### config.mk
export PLATFORM = sky130hd
export DESIGN_NAME = onehot_digit_monitor
export DESIGN_NICKNAME = d
export VERILOG_FILES = /design/src/rtl/onehot_digit_monitor.sv
export SDC_FILE = /design/constraint.sdc
export NUM_CORES = 1
export LEC_CHECK = 0
export CAP_MARGIN = 5
export CORE_MARGIN = 2
export CORE_UTILIZATION = 40
export CTS_BUF_LIST = sky130_fd_sc_hd__clkbuf_8
export DETAILED_ROUTE_END_ITERATION = 8
export GPL_ROUTABILITY_DRIVEN = 0
export PLACE_DENSITY_LB_ADDON = 0.25
export SETUP_SLACK_MARGIN = 0.3
export SYNTH_ARGS = -nofsm -noshare
export SYNTH_HDL_FRONTEND = slang
export SYNTH_SLANG_ARGS = --single-unit
### constraint.sdc
create_clock -name CLK -period 2.71 [get_ports CLK]
set_input_delay 0.542 -clock CLK [delete_from_list [all_inputs] [get_ports CLK]]
set_output_delay 0.542 -clock CLK [all_outputs]
set_load 0.02 [all_outputs]
### src/rtl/onehot_digit_monitor.sv
// Monitors a decade-counter one-hot bus: encodes it to BCD, checks legal advance,
// pulses CARRY on wrap and drives CNT_RESET to resynchronise the counter on a fault.
module onehot_digit_monitor #(
   parameter int MODULUS     = 10,
   parameter int ERR_HOLD    = 2,
   parameter int ACQ_TIMEOUT = 16
) (
   input  logic       CLK,
   input  logic       RESET_N,
   input  logic [9:0] ONEHOT,
   input  logic       CLR_ERR,
   output logic [3:0] DIGIT,
   output logic       VALID,
   output logic       CARRY,
   output logic       ERROR,
   output logic       CNT_RESET,
   output logic       LOCKED
);

   localparam logic [1:0] ST_ACQUIRE = 2'd0;
   localparam logic [1:0] ST_TRACK   = 2'd1;
   localparam logic [1:0] ST_RECOVER = 2'd2;

   localparam logic [3:0] MOD_LAST  = 4'(MODULUS - 1);
   localparam logic [7:0] TMO_LAST  = 8'(ACQ_TIMEOUT - 1);
   localparam logic [3:0] HOLD_INIT = 4'(ERR_HOLD - 1);

   logic [9:0] q_p0;
   logic [1:0] state;
   logic [7:0] tmo;
   logic [3:0] hold_cnt;

   logic [3:0] idx;
   logic       legal;
   logic       n_eq_p, n_inc, n_wrap, n_zero, trk_ok, err_set;

   always_comb begin
      idx = 4'd0;
      for (int i = 0; i < 10; i++) begin
         if (q_p0[i]) idx = 4'(i);
      end
      legal = (q_p0 != 10'd0) && ((q_p0 & (q_p0 - 10'd1)) == 10'd0) && (idx <= MOD_LAST);
   end

   // Allowed moves while locked: hold, +1 below the top, wrap from the top, or external reset to 0
   always_comb begin
      n_eq_p  = (idx == DIGIT);
      n_inc   = (idx == DIGIT + 4'd1) && (DIGIT < MOD_LAST);
      n_wrap  = (DIGIT == MOD_LAST) && (idx == 4'd0);
      n_zero  = (idx == 4'd0);
      trk_ok  = legal && (n_eq_p || n_inc || n_wrap || n_zero);
      err_set = ((state == ST_ACQUIRE) && !legal && (tmo == TMO_LAST)) ||
                ((state == ST_TRACK) && !trk_ok);
   end

   // Stage p0: input capture; stage p1: FSM and registered outputs
   always_ff @(posedge CLK or negedge RESET_N) begin
      if (!RESET_N) begin
         q_p0      <= '0;
         state     <= ST_ACQUIRE;
         tmo       <= '0;
         hold_cnt  <= '0;
         DIGIT     <= '0;
         VALID     <= 1'b0;
         CARRY     <= 1'b0;
         ERROR     <= 1'b0;
         CNT_RESET <= 1'b0;
         LOCKED    <= 1'b0;
      end else begin
         q_p0  <= ONEHOT;
         CARRY <= 1'b0;
         ERROR <= err_set | (ERROR & ~CLR_ERR);
         case (state)
            ST_ACQUIRE: begin
               if (legal) begin
                  DIGIT  <= idx;
                  VALID  <= 1'b1;
                  LOCKED <= 1'b1;
                  state  <= ST_TRACK;
                  tmo    <= '0;
               end else if (tmo == TMO_LAST) begin
                  state     <= ST_RECOVER;
                  CNT_RESET <= 1'b1;
                  hold_cnt  <= HOLD_INIT;
                  VALID     <= 1'b0;
                  LOCKED    <= 1'b0;
               end else begin
                  tmo <= tmo + 8'd1;
               end
            end
            ST_TRACK: begin
               if (!trk_ok) begin
                  state     <= ST_RECOVER;
                  CNT_RESET <= 1'b1;
                  hold_cnt  <= HOLD_INIT;
                  VALID     <= 1'b0;
                  LOCKED    <= 1'b0;
               end else if (!n_eq_p) begin
                  DIGIT <= idx;
                  CARRY <= n_wrap;
               end
            end
            ST_RECOVER: begin
               if (hold_cnt == 4'd0) begin
                  CNT_RESET <= 1'b0;
                  state     <= ST_ACQUIRE;
                  tmo       <= '0;
               end else begin
                  hold_cnt <= hold_cnt - 4'd1;
               end
            end
            default: state <= ST_ACQUIRE;
         endcase
      end
   end

endmodule

* Yosys cells after proc, flatten, opt, wreduce, memory -nomap -nowiden
Index checks and enable logic that the tools add are counted.
W data, S select, Z words.
** Operators by class
- Order comparisons :: 2
- Add/subtract/negate cells :: 4
- Reduce and logical (&&, ||, !) cells :: 28
- Muxes and demuxes :: 39
- Equal/unequal tests :: 16
- Bitwise operators :: 4
** Operators by type and width (number)
- $mux W4 :: 14
- $mux W8 :: 3
- $pmux W8 S2 :: 1
- $ne A2 B2 Y1 const B :: 7
- $pmux W4 S3 :: 1
- $mux W1 :: 11
- $and A10 B10 Y10 :: 1
- $logic_not A10 Y1 :: 1
- $mux W2 :: 5
- $reduce_and A5 Y1 :: 2
- $reduce_bool A10 Y1 :: 1
- $sub A10 B1 Y10 const B :: 1
- $reduce_and A3 Y1 :: 3
- $add A8 B1 Y8 const B :: 1
- $eq A4 B4 Y1 :: 2
- $eq A8 B4 Y1 const B :: 1
- $logic_and A1 B1 Y1 :: 8
- $logic_not A4 Y1 :: 2
- $pmux W4 S2 :: 1
- $pmux W2 S3 :: 1
- $add A4 B1 Y4 const B :: 1
- $eq A4 B4 Y1 const B :: 1
- $le A4 B4 Y1 const B :: 1
- $logic_or A1 B1 Y1 :: 4
- 17 further kinds :: 19
** Storage, ports and cells
- Register bits after elaboration :: 32
- Logic and storage cells :: 102

* Longest topological paths before layout
- Depth in word-level cells :: 19
- Depth in mapped cells :: 9
- Gate-level depth less buffers :: 9

* Worst setup path before layout
Ideal clock, no wire load.
- Path kind :: register -> register
- From :: reg DIGIT[0]
- To :: reg DIGIT[0]
- Stages on the path, launching flop included :: 9
- Data required time :: 2.585 ns
- Buffers on the path :: 0
- Slack :: 0.108 ns
- Data arrival time :: 2.477 ns
- Cells stage by stage :: dfrtp_1 inv_1 ha_1 o31a_1 or4_1 a32oi_1 o32ai_1 nor2_1 mux2_2
** Between the ends
- Cells in the longest elaborated chain, start to end :: 9
- Elaborated cells on any way between the ends :: 14
** RTL lines
- start, declared :: line 12 : output logic [3:0] DIGIT,
- start signal, assigned :: line 76 : DIGIT <= idx;
- start signal, assigned :: line 99 : DIGIT <= idx;
- $add A4 B1 Y4 :: line 48 : n_inc = (idx == DIGIT + 4'd1) && (DIGIT < MOD_LAST);
- $eq A4 B4 Y1 :: line 48
- $logic_and A1 B1 Y1 :: line 48
- $logic_or A1 B1 Y1 (3 in a row) :: line 51 : trk_ok = legal && (n_eq_p || n_inc || n_wrap || n_zero);
- $logic_and A1 B1 Y1 :: line 51
- $ne A2 B2 Y1 (no line)
- $reduce_and A4 Y1 (no line) *
Every way passes the cells marked *; elsewhere a longest branch is shown, timed or not.
A chain may end at the register's enable or synchronous reset.

* Worst setup path in the final report
- From :: reg DIGIT[0]
- To :: reg state[1]
** Between the ends
- Cells in the longest elaborated chain, start to end :: 9
- Elaborated cells on any way between the ends :: 13
** RTL lines
- $add A4 B1 Y4 :: line 48
- $eq A4 B4 Y1 :: line 48
- $logic_and A1 B1 Y1 :: line 48
- $logic_or A1 B1 Y1 :: line 51
- $logic_or A1 B1 Y1 * (2 in a row) :: line 51
- $logic_and A1 B1 Y1 * :: line 51
- $ne A2 B2 Y1 (no line) *
- $reduce_and A3 Y1 (no line) *
- end signal, assigned :: line 60 : state <= ST_ACQUIRE;
- end signal, assigned :: line 79 : state <= ST_TRACK;
- end signal, assigned :: line 82 : state <= ST_RECOVER;
- end, declared :: line 29 : logic [1:0] state;
Marked as above.

==> qor.yml <==
maxSlewViolCount: 0
dp_slack_ns: 0.1584
power_frac_comb_pct: 40.2
cts_tree: "yes"
nets: 260
timing.hold.ws_ns: 0.5143
cp_data_required_time_ns: 2.88
grt_max_degree: 33
critPathArrivalTime_ns: 2.62
intPower_mw: 1.204
grt_first_pass_wirelength_um: 6824
synthCells: 192
cts_max_path_buffers: 2
powerDensity_mw_per_mm2: 759.6
vias: 1627
synth-seq-cells: 32
num_rows: 24
syn2layout_area_growth_pct: 35.27
fmax_mhz: 406.7
via_per_inst: 5.534
cp_max_fo: 6
synth_top_cell_by_area: "dfrtp_1"
p_sw_mw: 0.6809
status: "finished clean"
ys_types: 52
rsz0062_at_grt: "yes"
tightest_slew_ns: 0.5015
io_buffers: 21
ir_drop_mv: 0.3530
layout_setup_ws_ns: 0.2515
grt_remaining_overflow: 0
async_reset_ff_share_pct: 100.0
synthFlopType: "dfrtp_1"
critPathCaptureType: "flop"
antenna_found_initial: 0
die_h_um: 71.72
drv_cap: 0
finClkSkew_ns: 0.01183
finalSetupViolations: 0
drive_gt1_share_pct: 26.03
numCtsBuffers: 5
setup_tns_ns: 0
placed_cell_area_mm2: 0.002160
grt_pass1_vias: 1439
fin_area_mm2: 0.002481
ys_seq_area_share_pct: 43.66
critPathKind: "reg -> reg"
grt.total_usage_pct: 16.98
layout.cells.non_filler: 294
syn_area_per_cell_um2: 9.553
start_util_pct: 41.84
path_clk_slew_ns: 0.07
seq_area_um2: 809.5
switching_share_pct: 36.13
yosysTopAreaCellShare_pct: 43.66
final_hold_viol_count: 0
clk_latency_ns: 0.28
pwr-share-clk_pct: 20.9
synth_area_leaders: "dfrtp_1, nand2_1, ha_1, nor2_1, a21oi_1"
fp.dieW_um: 71.72
hold_path.class: "reg -> reg"
coreArea_mm2: 0.004384
ios: 22
antennaDiodeCount: 0
dp.cells: 268
syn_nets: 211
slew_headroom_pct: 66.45
final_antenna_net_count: 0
die_area_mm2: 0.005143
ctsHoldBuffers: 0
fin_crit_ns: 2.459
fill_cells: 396
yosysWarnings: 0
routedWlPerCell_um: 14.52
synth_edf_count: 0
htree_levels: 2
finalCritPeriodShare_pct: 90.72
clock-sinks: 32
pwr-share-seq_pct: 38.8
drt_iter0_drc: 123
routed_wl_um: 4268
place_hpwl_um: 2765
multi_input_area_mm2: 0.001049
leakage_nw: 1.077
drc_errors: 0
start_kind: "flop"
first_pass_iters: 4
clock-root-buffer: "clkbuf_8"
syn-cell-area_mm2: 0.001834
-- state kept, by name (all words and copies together), names as in the netlist --
register / cells
CNT_RESET: 1
tmo: 8
LOCKED: 1
CARRY: 1
state: 2
hold_cnt: 4
ERROR: 1
DIGIT: 4
q_p0: 10
-- synthesized netlist by cell type, drive strengths merged (3+ instances only) --
cell and number:
dfrtp 32, nand3 9, o22ai 3, o31a 4, nor4 4, and3 4, mux2i 5, a21oi 12
mux2 4, buf 3, xnor2 3, o21ai 6, inv 13, nor3 8, nor2 16, nand2 21
ha 6, or4 4
-- layer usage --
| metal | vias to the layer above | wire length, µm | global-route usage [%] |
|---|---|---|---|
| li1 | 797 | - | - |
| met1 | 790 | 2018 | 23.14 |
| met2 | 36 | 2083 | 25.93 |
| met3 | 4 | 131 | 4.501 |
| met4 | 0 | 34 | 6.499 |
| met5 | - | 0 | 0 |
-- path summary, 6_finish.rpt --
kind                       slack, ns  startpoint  cells past startpoint        to
max                             0.25    DIGIT[0]                      9  state[1]
min                             0.51       ERROR                      1     ERROR
max reg2reg                     0.25    DIGIT[0]                      9  state[1]
min reg2reg                     0.51       ERROR                      1     ERROR
max in group asynchronous       1.72     RESET_N                      2   q_p0[4]
min in group asynchronous       0.65     RESET_N                      2  state[0]
-- per-stage QoR --
stage               utilization [%]  total power, mW
finish                        56.59            1.885
global route                  56.59            2.031
CTS                           53.45            1.831
detailed placement            49.26            1.398
global placement              49.26            1.384
floorplan                         -            1.180
-- cells in the final DEF (no fill, tap or decap), drive strengths merged, types with 2 or more instances in the layout --
| cell | count |
|---|---|
| nand4b | 2 |
| a21oi | 12 |
| nor2 | 16 |
| xor2 | 2 |
| inv | 14 |
| or4 | 4 |
| o21a | 2 |
| o32ai | 2 |
| clkbuf | 7 |
| nand3 | 9 |
| nor4 | 4 |
| a22o | 2 |
| nand2 | 21 |
| mux2i | 5 |
| dfrtp | 32 |
| clkdlybuf4s50 | 21 |
| o21ai | 6 |
| o31ai | 2 |
| a211o | 2 |
| mux2 | 4 |
| o31a | 4 |
| buf | 26 |
| ha | 6 |
| o22ai | 3 |
| nor3 | 8 |
| and3 | 4 |
| and2 | 2 |
| xnor2 | 3 |
-- critical path, stage by stage (launching register included) --
cell     delay, ns
dfrtp_2       0.44
inv_2         0.09
ha_4          0.20
o31a_1        0.27
or4_4         0.42
a32oi_2       0.22
and2_4        0.20
o32ai_2       0.08
buf_4         0.17
mux2_2        0.25
-- power by group through the flow --
stage	Sequential (mW)	Combinational, mW	Clock, mW
after detailed placement	0.734	0.664	0
final	0.732	0.758	0.394
after CTS	0.724	0.697	0.410
after floorplan	0.718	0.462	0
after global placement	0.730	0.654	0
after global routing	0.753	0.846	0.432
-- cell families after synthesis --
logic type / share of synthesized area, %
AND/OR/NAND/NOR: 21.83
AO/OA/AOI/OAI: 18.28
flip-flops: 43.66
buffers and inverters: 4.025
multiplexers: 5.184
adder cells (fa/ha/maj): 4.638
XOR/XNOR: 2.388
-- repair_timing --
action / CTS / global route
pin swaps: 3 / 6
endpoints found under the setup margin: 8 / 19
gates cloned: 0 / 1
setup buffers: 9 / 8
endpoints found under the hold margin: 0 / 0
resized for setup: 6 / 16
-- cell type report --
cell class / count / area share, %
Clock buffer: 7 / 3.883
Timing Repair Buffer: 47 / 16.39
Tap cell: 52 / 2.622
Clock inverter: 1 / 0.1513
Multi-Input combinational cell: 142 / 42.26
Inverter: 13 / 2.068
Sequential cell: 32 / 32.63
Note: power is estimated with default switching activity, not from simulation.
